[config.mk]
export PLATFORM = sky130hd
export DESIGN_NAME = dht_req_scheduler
export DESIGN_NICKNAME = d
export VERILOG_FILES = /design/src/rtl/dht_req_scheduler.sv
export SDC_FILE = /design/constraint.sdc
export NUM_CORES = 1
export LEC_CHECK = 0
export CAP_MARGIN = 20
export CORE_MARGIN = 4
export CORE_UTILIZATION = 61
export CTS_CLUSTER_DIAMETER = 150
export CTS_CLUSTER_SIZE = 12
export DETAILED_ROUTE_END_ITERATION = 10
export GPL_TIMING_DRIVEN = 0
export MAX_ROUTING_LAYER = met4
export PLACE_DENSITY_LB_ADDON = 0.1
export SYNTH_ARGS = -nofsm -noshare
export SYNTH_HDL_FRONTEND = slang
export SYNTH_SLANG_ARGS = --single-unit
[constraint.sdc]
create_clock -name clk -period 4.2 [get_ports clk]
set_input_delay 0.84 -clock clk [delete_from_list [all_inputs] [get_ports clk]]
set_output_delay 0.84 -clock clk [all_outputs]
set_load 0.01 [all_outputs]
[src/rtl/dht_req_scheduler.sv]
// Scheduling layer between the UART command path and the DHT11 driver:
// decodes one-byte commands, paces sensor reads and returns two-byte responses.
module dht_req_scheduler #(
  parameter int MIN_INTERVAL_CYC = 100000000,
  parameter int TIMEOUT_CYC      = 5000000
) (
  input  logic        clk,
  input  logic        rst_n,
  input  logic        cmd_valid,
  input  logic [7:0]  cmd_code,
  output logic        sens_start,
  input  logic [31:0] sens_data,
  input  logic        sens_done,
  input  logic        sens_error,
  output logic [7:0]  tx_data,
  output logic        tx_start,
  input  logic        tx_busy,
  input  logic        tx_done,
  output logic        busy,
  output logic        cmd_drop,
  output logic [2:0]  state
);

  localparam logic [2:0] IDLE     = 3'd0;
  localparam logic [2:0] WAIT_GAP = 3'd1;
  localparam logic [2:0] READ     = 3'd2;
  localparam logic [2:0] SEND0    = 3'd3;
  localparam logic [2:0] WAIT0    = 3'd4;
  localparam logic [2:0] SEND1    = 3'd5;
  localparam logic [2:0] WAIT1    = 3'd6;

  localparam int GW = $clog2(MIN_INTERVAL_CYC + 1);
  localparam int TW = $clog2(TIMEOUT_CYC + 1);
  localparam logic [GW-1:0] GAP_MAX = GW'(MIN_INTERVAL_CYC);
  localparam logic [TW-1:0] TO_LAST = TW'(TIMEOUT_CYC - 1);

  logic [2:0]    stateReg, stateNext;
  logic [GW-1:0] gapCnt;
  logic [TW-1:0] toCnt;
  logic          cacheValid, lastErr, cmdDropReg;
  logic [7:0]    cacheTemp, cacheHum, cmdReg;
  logic [7:0]    rspByte0, rspByte1, hitByte0, hitByte1;
  logic          gapOk, isSensCmd, readFail;
  logic          unusedSensBits;

  assign gapOk     = (gapCnt == GAP_MAX);
  assign isSensCmd = (cmd_code == 8'h01) || (cmd_code == 8'h02);
  // The last allowed READ cycle is the one where toCnt hits TIMEOUT_CYC-1.
  assign readFail  = sens_error || (toCnt == TO_LAST);
  assign unusedSensBits = ^{sens_data[23:16], sens_data[7:0]};

  // Response for a command answered straight from IDLE (cache hit, status, unknown).
  always_comb begin
    hitByte0 = 8'hEF;
    hitByte1 = cmd_code;
    case (cmd_code)
      8'h01: begin hitByte0 = 8'h1D; hitByte1 = cacheTemp; end
      8'h02: begin hitByte0 = 8'h2D; hitByte1 = cacheHum; end
      8'h03: begin hitByte0 = 8'h0D; hitByte1 = {cacheValid, lastErr, 6'b0}; end
      default: ;
    endcase
  end

  always_comb begin
    stateNext = stateReg;
    case (stateReg)
      IDLE: if (cmd_valid) begin
        if (!isSensCmd)      stateNext = SEND0;
        else if (gapOk)      stateNext = READ;
        else if (cacheValid) stateNext = SEND0;
        else                 stateNext = WAIT_GAP;
      end
      WAIT_GAP: if (gapOk) stateNext = READ;
      READ:     if (sens_done || readFail) stateNext = SEND0;
      SEND0:    if (!tx_busy) stateNext = WAIT0;
      WAIT0:    if (tx_done) stateNext = SEND1;
      SEND1:    if (!tx_busy) stateNext = WAIT1;
      WAIT1:    if (tx_done) stateNext = IDLE;
      default:  stateNext = IDLE;
    endcase
  end

  always_ff @(posedge clk or negedge rst_n) begin
    if (!rst_n) begin
      stateReg   <= IDLE;
      gapCnt     <= GAP_MAX;
      toCnt      <= '0;
      cacheValid <= 1'b0;
      lastErr    <= 1'b0;
      cacheTemp  <= 8'h00;
      cacheHum   <= 8'h00;
      cmdReg     <= 8'h00;
      rspByte0   <= 8'h00;
      rspByte1   <= 8'h00;
      cmdDropReg <= 1'b0;
    end else begin
      stateReg   <= stateNext;
      cmdDropReg <= cmd_valid && (stateReg != IDLE);
      if (stateNext == READ && stateReg != READ)
        gapCnt <= '0;
      else if (!gapOk)
        gapCnt <= gapCnt + 1'b1;
      toCnt <= (stateReg == READ) ? toCnt + 1'b1 : '0;
      if (stateReg == IDLE && cmd_valid) begin
        cmdReg   <= cmd_code;
        rspByte0 <= hitByte0;
        rspByte1 <= hitByte1;
      end
      // Simultaneous done and error is treated as an error.
      if (stateReg == READ) begin
        if (readFail) begin
          cacheValid <= 1'b0;
          lastErr    <= 1'b1;
          rspByte0   <= 8'hE0;
          rspByte1   <= 8'h00;
        end else if (sens_done) begin
          cacheTemp  <= sens_data[15:8];
          cacheHum   <= sens_data[31:24];
          cacheValid <= 1'b1;
          lastErr    <= 1'b0;
          rspByte0   <= (cmdReg == 8'h01) ? 8'h1D : 8'h2D;
          rspByte1   <= (cmdReg == 8'h01) ? sens_data[15:8] : sens_data[31:24];
        end
      end
    end
  end

  assign state      = stateReg;
  assign busy       = (stateReg != IDLE);
  assign sens_start = (stateReg == READ);
  assign cmd_drop   = cmdDropReg;
  assign tx_start   = ((stateReg == SEND0) || (stateReg == SEND1)) && !tx_busy;
  assign tx_data    = ((stateReg == SEND0) || (stateReg == WAIT0)) ? rspByte0 :
                      ((stateReg == SEND1) || (stateReg == WAIT1)) ? rspByte1 : 8'h00;

endmodule

### Word level (Yosys, flattened, before mapping)

Cells that the tools add are included.

| storage, ports and cells | value |
|---|---|
| register bits after elaboration | 96 |
| output and inout port bits | 15 |
| bits of input ports | 47 |
| logic and storage cells | 77 |

| cells by class | value |
|---|---|
| reduce and logical (&&, ||, !) cells | 16 |
| muxes and demuxes | 32 |
| eq/ne operators | 15 |
| bitwise logic cells | 1 |
| add/sub/neg operators | 2 |

Operators by type and width:

| kind | number |
|---|---|
| 8-bit 2-to-1 mux | 11 |
| 27-bit 2-to-1 mux | 2 |
| 8-bit case mux with 3 select lines | 2 |
| 27-bit by 1-bit adder with 27-bit output, second input constant | 1 |
| 27-bit equality test, second input constant | 1 |
| 23-bit by 1-bit adder with 23-bit output, second input constant | 1 |
| 23-bit equality test, second input constant | 1 |
| 23-bit 2-to-1 mux | 1 |
| 3-bit 2-to-1 mux | 7 |
| 3-bit case mux with 7 select lines | 1 |
| 8-bit by 1-bit equality test with 1-bit output, second input constant | 2 |
| 8-bit by 2-bit equality test with 1-bit output, second input constant | 2 |
| 3-bit by 2-bit equality test with 1-bit output, second input constant | 3 |
| 3-bit equality test, second input constant | 3 |
| 1-bit logical OR | 6 |
| 2-bit 2-to-1 mux | 3 |
| 6-bit 2-to-1 mux | 1 |
| 1-bit logical AND | 4 |
| 1-bit 2-to-1 mux | 4 |
| 3-bit by 1-bit equality test with 1-bit output, second input constant | 1 |
| 3-bit zero test | 1 |
| 3-bit by 2-bit != test with 1-bit output, second input constant | 1 |
| 3-bit AND reduction | 1 |
| 3-bit nonzero test | 1 |
| 5 further kinds | 5 |

### Logic depth before layout (Yosys ltp)

| logic depth | value |
|---|---|
| depth in word-level cells | 8 |
| mapped depth | 9 |

### Least setup slack after synthesis

Ideal clock, no wire load.

| path | value |
|---|---|
| path kind | register to output |
| start | reg stateReg[1] (netlist: state[1]) |
| end | out tx_data[6] |
| arrival time | 1.571 ns |
| required time | 3.360 ns |
| path buffers | 2 |
| stages on the path, launching flop included | 5 |
| setup slack | 1.789 ns |
| path through | dfrtp_1 clkbuf_1 clkbuf_1 mux2i_1 o21ai_0 |

| on the way | value |
|---|---|
| longest elaborated chain between the ends | 4 |
| elaborated cells between the ends (all ways) | 8 |
| those cells by class | eq/ne: 4; mux: 2; reduce/logical: 2 |

Ends and longest elaborated chain:

| what | RTL line | RTL |
|---|---|---|
| from (decl) | 37 | `logic [2:0] stateReg, stateNext;` |
| from (signal assigned) | 97 | `stateReg <= stateNext;` |
| 3-bit equality test | 134 | `((stateReg == SEND1) \|\| (stateReg == WAIT1)) ? rspByte1 : 8'h00;` |
| 1-bit logical OR | 134 |  |
| 8-bit 2-to-1 mux | 134 |  |
| 8-bit 2-to-1 mux * | 133 | `assign tx_data = ((stateReg == SEND0) \|\| (stateReg == WAIT0)) ? rspByte0 :` |
| to (decl) | 15 | `output logic [7:0] tx_data,` |

Mark *: on every way between the ends. The rest lies on a longest branch, timed or not.

### Worst setup path after layout

Same ends and word-level chain as after synthesis.

==> summary.md <==
| Metric | Value |
|---|---|
| TritonCTS Buffers | 9 |
| Asr flop ratio synth | 1.000 |
| Cts hold-fix bufs | 0 |
| Clk sink count | 96 |
| Cell with the most instances after synthesis | dfrtp_1 |
| Area contributors post-synth | dfrtp_1, dfstp_2, nand2_1 |
| WS Path Type | reg -> out |
| Worst setup margin | 0.4155 ns |
| Yosys reg bits | 96 |
| Die Width | between 90 and 100 um |
| Final worst path period share | 0.9011 |
| Post-synth EDFFs | 0 |
| Power Density | between 400 and 500 nW/um^2 |
| Largest family of logic cells by synthesized area | simple AND/OR/NAND/NOR gates |
| WP data arrival | a little under 3 ns |
| Nets | around 630 |
| Crit end category | output port |
| Met3 WL | roughly 470 um |
| Avg WL per Cell | ~17 um |
| Worst rel slew slack | 0.4804 |
| # rows | 33 |
| Total of max-cap violations | 0 |
| Synth area leader | dfrtp_1 |
| Xor and xnor area share after synthesis | 0.06786 |
| Sequential share of power | 0.435 |
| H-Tree Level Count | 3 |
| Critical path launch point type | flop |
| Final Max Tran Viols | 0 |
| Synthesized instance count | 526 |
| Most instantiated cells after synthesis | dfrtp_1, nand2_1, nor2_1 |
| Slew of the pin with the lowest slew margin | between 0.7 and 0.8 ns |
| Compound-gate portion of the synthesized area | 0.1117 |
| Crit Path Max Fanout | 10 |
| Layout cells sized above 1 | 0.1141 |
| DRT Wirelength | 12.02 mm |
| Post-synthesis mux area share | 0.07974 |
| Final hold viol count | 0 |
| Post-DP HPWL | a little under 9 mm |
| Vias in the first global route | approximately 4,100 |
| Netlist cell types | 55 |
| Max IR drop VDD | 0.2964 mV |
| Synthesized area | just over 5000 sq um |
| Int Power | approximately 2 mW |
| Clk pwr share | 0.215 |
| Post-Synthesis Net Count | ~580 |
| Clk_skew | between 0.01 and 0.015 ns |
| WL met2 | 5.936 mm |
| Max Fclk | around 260 MHz |
| RSZ-0062 raised after global routing | no |
| Met1 WL | 5.370 mm |
| Die area | 9999 sq um |
| First-pass GRT wire length | about 20 mm |
| R2r setup slk | 1.80 ns |
| CTS max path bufs | 2 |
| Min Clock Period, post-route | 3.784 ns |
| Register area share after synthesis | 0.4683 |
| Adder-Cell Fraction of Synth Area | 0.007271 |
| Top Metal Used | met4 |
| Lkg Pwr | between 2 and 3 nW |
| Area Growth Syn to Fin | 15.56% |
| CTS tree | built |
| DRT antenna net count | 0 |
| Main synth FF type | dfrtp_1 |
| Synth warn | 0 |
| Gpl congestion | between 0.9 and 1 |
| Root Buffer | clkbuf_8 |
| Vias per cell | 6.016 |
| Min-delay worst type | in -> async |
| # diodes | 0 |
| IO Port Bufs | 44 |
| Core Area | slightly above 8000 sq um |
| Tot GR Track Use | 0.2611 |
| Endpoints failing setup | 0 |
| Post-CTS resize count | 0 |
| Proportion of power drawn by combinational gates | 0.350 |
| Routed vias | between 4,000 and 5,000 |
| Filler cell count | between 600 and 700 |
| DRT Pass-1 Iters | 5 |
| Die Ht | 100.0 um |
| Switching fraction of total power | 0.3425 |
| Status | finished clean |
| Setup bufs post-CTS | 0 |
| Switching power of the nets | about 1.0 mW |
| Top Ports | between 60 and 70 |
| Worst Path Required | approximately 3.4 ns |
| DP Worst Slack | 0.8758 ns |
| Largest net degree at the start of global routing | 51 |
| Top-area cell type share of the netlist area | 0.4072 |
| Congestion Overflow GR | 0 |
| Post-synthesis simple-gate area fraction | 0.2305 |
| Skew-Pair Late Insertion Delay | 0.38 ns |
| Synthesized area per cell | roughly 9.8 sq um |
| Antenna violations before repair | 0 |
| Initial Utilization | 0.6283 |
| # DRC | 0 |
| Clock transition at path regs | 0.10 ns |
| Power, Total | approximately 3 mW |
| Iter 0 DRT Violations | approximately 260 |
==> worst max-delay path, cell delays in order (launching register included) <==
cell	delay, ns
dfrtp_1	0.48
clkbuf_1	0.39
clkbuf_1	0.58
mux2i_1	0.15
o21ai_0	0.36
clkdlybuf4s50_1	0.62
==> through the flow <==
stage / hold WS, ns / setup TNS, ns / utilization / std cells / instance area (sq um)
2_1_floorplan: 0.4245 / 0 / - / 526 / 5162
3_3_place_gp: 0.4356 / -102.32 / 0.6979 / 675 / 5734
3_5_place_dp: 0.4574 / 0 / 0.7009 / 676 / 5759
4_1_cts: 0.4727 / 0 / 0.7261 / 692 / 5966
5_1_grt: 0.4994 / 0 / 0.7261 / 692 / 5966
6_report: 0.4585 / 0 / 0.7261 / 692 / 5966
==> cell usage in the layout (no fill, tap or decap), types with 9 or more instances in the layout <==
cell type,Yosys,routed
o21ai_0,27,27
clkdlybuf4s50_1,0,43
xor2_1,21,21
a21oi_1,17,17
nor3_1,11,11
inv_1,16,16
dfrtp_1,84,84
nand2_1,66,66
xnor2_1,19,19
mux2_4,10,10
clkbuf_8,0,10
nor2_1,51,51
nor2b_1,9,9
nand3_1,22,22
clkbuf_1,14,14
mux2i_1,16,16
nand4_1,14,14
mux2_2,9,9
dfstp_2,12,12
==> cell families (layout without fill, tap and decap cells) <==
kind of cell,count (synthesis),count (layout)
muxes,35,35
adders and majority gates,3,3
DFF,96,96
and+or+nand+nor,228,228
AOI/OAI and AO/OA,85,85
xor gates and xnor gates,40,40
buffers and inverters,39,100
==> path summary, 6_finish.rpt <==
check,start,to,depth (start not counted)
hold / removal,rst_n,gapCnt[7]$_DFFE_PN0P_,1
max in group asynchronous,rst_n,cacheHum[1]$_DFFE_PN0P_,2
min in group clk,toCnt[0]$_DFF_PN0_,toCnt[0]$_DFF_PN0_,1
hold reg to reg,toCnt[0]$_DFF_PN0_,toCnt[0]$_DFF_PN0_,1
setup reg to reg,gapCnt[8]$_DFFE_PN1P_,gapCnt[15]$_DFFE_PN1P_,6
setup / recovery,state[1]$_DFF_PN0_,tx_data[6],5
==> final cells by class <==
cell class / count / area, sq um / area share
buffer: 22 / 115.1 / 0.01930
clock inverter: 6 / 68.82 / 0.01154
multi-input combinational: 391 / 2566 / 0.4302
tap: 105 / 131.4 / 0.02202
inverter: 17 / 63.81 / 0.01070
clock buffer: 10 / 137.6 / 0.02307
timing repair buffer: 45 / 465.4 / 0.07802
sequential: 96 / 2417 / 0.4052
==> power groups by stage <==
stage | logic (mW) | clock network (mW) | registers (mW)
after floorplan | 0.674 | 0 | 1.26
after global placement | 0.993 | 0 | 1.29
after detailed placement | 1.03 | 0 | 1.30
after CTS | 1.03 | 0.641 | 1.28
after global routing | 1.13 | 0.676 | 1.32
final | 1.03 | 0.635 | 1.29
==> flip-flops by register name, indices dropped and copies added, names as in the netlist <==
register / cells
gapCnt: 27
cacheTemp: 8
lastErr: 1
cmdReg: 8
cmd_drop: 1
cacheValid: 1
cacheHum: 8
state: 3
toCnt: 23
rspByte1: 8
rspByte0: 8
==> routing by layer <==
layer / global-route usage / up-vias
met4: 0.08912 / 0
met3: 0.03127 / 20
met5: - / -
li1: - / 1976
met2: 0.4212 / 122
met1: 0.3457 / 2045
Power figures use the tool's default switching activity.
